$ cat src/rtl/cond_pkg.sv
// Shared constants and helpers for the input conditioning blocks.
package cond_pkg;

    localparam int MIN_SYNC_STAGES = 2;

    // Debounce counter width; never narrower than one bit.
    function automatic int cnt_width(input int cycles);
        int w;
        w = $clog2(cycles);
        return (w < 1) ? 1 : w;
    endfunction

endpackage

$ cat src/rtl/cond_channel.sv
// One conditioned input bit: flip-flop synchroniser, debounce counter and
// registered rise/fall pulses on the debounced level.
module cond_channel
    import cond_pkg::*;
#(
    parameter int   STAGES          = 2,
    parameter int   DEBOUNCE_CYCLES = 4,
    parameter logic INIT            = 1'b0
) (
    input  logic clk,
    input  logic reset,
    input  logic async_in,
    output logic sync_out,
    output logic stable_out,
    output logic rise_pulse,
    output logic fall_pulse
);

    localparam int             CNT_W    = cnt_width(DEBOUNCE_CYCLES);
    localparam logic [CNT_W-1:0] CNT_LAST = CNT_W'(DEBOUNCE_CYCLES - 1);

    logic [STAGES-1:0] sync_reg;
    logic [CNT_W-1:0]  count_reg;
    logic [CNT_W-1:0]  count_next;
    logic              stable_reg;
    logic              stable_next;
    logic              rise_reg;
    logic              fall_reg;
    logic              accept;

    always_ff @(posedge clk) begin
        if (reset) begin
            sync_reg <= {STAGES{INIT}};
        end else begin
            sync_reg <= {sync_reg[STAGES-2:0], async_in};
        end
    end

    assign sync_out = sync_reg[STAGES-1];

    // Any cycle where the synchronised level agrees with the accepted one
    // throws away the partial count.
    always_comb begin
        accept      = 1'b0;
        count_next  = count_reg;
        stable_next = stable_reg;
        if (sync_out == stable_reg) begin
            count_next = '0;
        end else if (count_reg == CNT_LAST) begin
            accept      = 1'b1;
            stable_next = sync_out;
            count_next  = '0;
        end else begin
            count_next = count_reg + 1'b1;
        end
    end

    always_ff @(posedge clk) begin
        if (reset) begin
            count_reg  <= '0;
            stable_reg <= INIT;
            rise_reg   <= 1'b0;
            fall_reg   <= 1'b0;
        end else begin
            count_reg  <= count_next;
            stable_reg <= stable_next;
            rise_reg   <= accept & sync_out;
            fall_reg   <= accept & ~sync_out;
        end
    end

    assign stable_out = stable_reg;
    assign rise_pulse = rise_reg;
    assign fall_pulse = fall_reg;

endmodule

$ cat src/rtl/input_conditioner.sv
// Multi-channel synchronise + debounce + edge-detect front end for
// asynchronous board inputs; every channel is independent.
module input_conditioner
    import cond_pkg::*;
#(
    parameter int                  CHANNELS        = 1,
    parameter int                  STAGES          = 2,
    parameter int                  DEBOUNCE_CYCLES = 4,
    parameter logic [CHANNELS-1:0] INIT            = '0
) (
    input  logic                clk,
    input  logic                reset,
    input  logic [CHANNELS-1:0] async_in,
    output logic [CHANNELS-1:0] sync_out,
    output logic [CHANNELS-1:0] stable_out,
    output logic [CHANNELS-1:0] rise_pulse,
    output logic [CHANNELS-1:0] fall_pulse
);

    if (STAGES < MIN_SYNC_STAGES) begin : g_bad_stages
        $fatal(1, "input_conditioner: STAGES must be >= %0d", MIN_SYNC_STAGES);
    end
    if (DEBOUNCE_CYCLES < 1) begin : g_bad_debounce
        $fatal(1, "input_conditioner: DEBOUNCE_CYCLES must be >= 1");
    end

    for (genvar gi = 0; gi < CHANNELS; gi++) begin : g_ch
        cond_channel #(
            .STAGES          (STAGES),
            .DEBOUNCE_CYCLES (DEBOUNCE_CYCLES),
            .INIT            (INIT[gi])
        ) u_ch (
            .clk        (clk),
            .reset      (reset),
            .async_in   (async_in[gi]),
            .sync_out   (sync_out[gi]),
            .stable_out (stable_out[gi]),
            .rise_pulse (rise_pulse[gi]),
            .fall_pulse (fall_pulse[gi])
        );
    end

endmodule
$ cat config.mk
export PLATFORM = sky130hd
export DESIGN_NAME = input_conditioner
export DESIGN_NICKNAME = d
export VERILOG_FILES = /design/src/rtl/cond_pkg.sv /design/src/rtl/cond_channel.sv /design/src/rtl/input_conditioner.sv
export SDC_FILE = /design/constraint.sdc
export NUM_CORES = 1
export LEC_CHECK = 0
export ABC_AREA = 0
export CORE_AREA = 4 4 41 43
export CTS_CLUSTER_SIZE = 10
export DETAILED_ROUTE_END_ITERATION = 8
export DIE_AREA = 0 0 45 47
export PLACE_DENSITY = 0.46
export SKIP_CTS_REPAIR_TIMING = 1
export SLEW_MARGIN = 40
export SYNTH_ARGS = -nofsm -noshare
export SYNTH_HDL_FRONTEND = slang
export SYNTH_SLANG_ARGS = --single-unit
$ cat constraint.sdc
create_clock -name clk -period 0.98 [get_ports clk]
set_clock_uncertainty 0.2 [all_clocks]
set_input_delay 0.196 -clock clk [delete_from_list [all_inputs] [get_ports clk]]
set_output_delay 0.196 -clock clk [all_outputs]
set_load 0.05 [all_outputs]
==> results.cfg, run 1 <==
[global_routing]
grt_start_max_net_pins = 7
grt_usage = 0.05692
antenna_found_initial = 0
grt_pass1_wl_um = 793
grt.overflow.total = 0
grt_pass1_vias = 187

[floorplanning]
rows = 13
die_height_um = 47
die_area_um2 = 2115
initial_core_util = 0.1798
core_area_um2 = 1301
io_pins = 7
die_w_um = 45

[final_layout]
drive_above_1_share = 0.7000
layout_common_cells = dfxtp_2, buf_12, clkbuf_4, buf_4
utilization = 0.3356
fill_cells = 151
final-seq-area_um2 = 152.6
diodes = 0
area_growth_pct = 86.63
multi_input_area_um2 = 113.9
fin_cells = 45
nNetsFinal = 35

[sta]
rsz0062_at_grt = true
fmax_ghz = 0.8692
relSlewSlack = 0.8431
hold_violations = 0
maxSlewViolCount = 0
period_share = 1.174
worst-slew-pin-transition_ns = 0.2350
fin_tns_setup_ns = -1.004
whs_ns = 0.07199
setup_viol = 9
setup_ws_ns = -0.1704
fin_crit_ns = 1.150

[synth]
yosysWarnings = 0
seq_area_frac_synth = 0.5989
ys_seq_elements = 7
synthSimpleGateAreaFrac = 0.2674
syn_area_um2 = 234.0
yosysTopAreaCell = dfxtp_1
muxShareOfSynthArea = 0.04278
synth_xor_area_frac = 0.03743
postSynthAreaPerCell_um2 = 13.76
synthesis.nets = 21
syn_inst = 17
yosys.area_share.adder = 0.05348
synth_cell_types = 9
synthDominantCellAreaShare = 0.5989
synth-compound-area-share = 0
synth_top_family_by_area = simple AND/OR/NAND/NOR gates
synthTopCellsByArea = dfxtp_1, and4bb_2, nor4b_2

[critical_path]
cp.required_ns = 0.58
cp_max_fo = 5
crit_path_max_incr_delay_ns = 0.37
critPathCaptureType = primary output
cp_top_family = flip-flops
crit_path_top_delay_cell = dfxtp_4
path_cells = buf_12
crit_arrival_ns = 0.75
path_class = register to primary output
path_buf_inv = 1
cp-start-kind = register

[power_and_ir_drop]
p_leak_nw = 0.1685
power_per_cell_area_nw_per_um2 = 1338
vdd_drop_max_mv = 0.5320
power_mw = 0.5844

[min_path]
worst_hold_path_type = input port to register

[cts]
cts_sinks = 7
clock_path_buffers = 2
root_buffer = clkbuf_4
clk_pin_slew_ns = 0.05
worstSkewPairLatency_ns = 0.25
cts_inserted_buffers = 3
cts_tree = yes
ctsHtreeMaxLevel = 1

[route]
drtIter0Drc = 1
vias_per_cell = 3.867
finalWirelength_um = 468
firstDrtPassIters = 2
wl_per_cell_um = 10.40
drtAntennaViolNets = 0
vias = 174
post-route-drc-count = 0

[job]
maxCapViolCount = 0

[placed_design]
hpwl_um = 319
port_buffers = 6
dp_cells = 39
routabilityCongestion = 0.6464

[run_status]
violations = setup timing
status = finished, violations left
## cell usage after synthesis, drive strengths merged
cell type  n
mux2i      1
xnor2      1
nor2b      2
nor4b      1
nor2       1
ha         1
and4bb     2
nor4       1
dfxtp      7
## cell families after synthesis
family                   count (synthesis)
XOR/XNOR                                 1
multiplexers                             1
adder cells (fa/ha/maj)                  1
flip-flops                               7
AND/OR/NAND/NOR                          7
## power breakdown
group          internal, mW  switching [mW]
clock network         0.155          0.0996
logic                0.0239          0.0164
registers             0.286         0.00351
## per-stage QoR
step / setup slack, ns / instance area [µm²]
detailed placement: -0.3888 / 391.6
global placement: -0.3718 / 391.6
floorplan: -0.04141 / 265.3
finish: -0.1704 / 436.7
global route: -0.1954 / 436.7
CTS: -0.2039 / 417.9
## metal layers
metal,global-route usage,share of wire
met3,0.03448,0.081
met2,0.08475,0.53
met4,0.05263,0
met1,0.05467,0.39
met5,0,0
## area by class of cell
class / instances / share of cell area
clock buffers: 4 / 0.06017
multi-input cells: 10 / 0.2607
flip-flops and latches: 7 / 0.3496
well taps: 15 / 0.04298
repair buffers: 9 / 0.2865
## final timing paths
kind	startpoint	to	slack, ns	cells after the start
setup / recovery	g_ch[0].u_ch.stable_out	stable_out	-0.17	1
hold / removal	reset	g_ch[0].u_ch.stable_out	0.07	2
setup reg to reg	g_ch[0].u_ch.stable_out	g_ch[0].u_ch.count_reg[1]	-0.16	3
hold reg to reg	g_ch[0].u_ch.count_reg[0]	g_ch[0].u_ch.count_reg[0]	0.23	1
Note: power is estimated with default switching activity, not from simulation.
==> run 2, diff against run 1 <==
Settings changed: CTS_CLUSTER_SIZE 10 to not set.
==> results of run 2 <==
Final layout, timing and power as in run 1 (identical DEF).
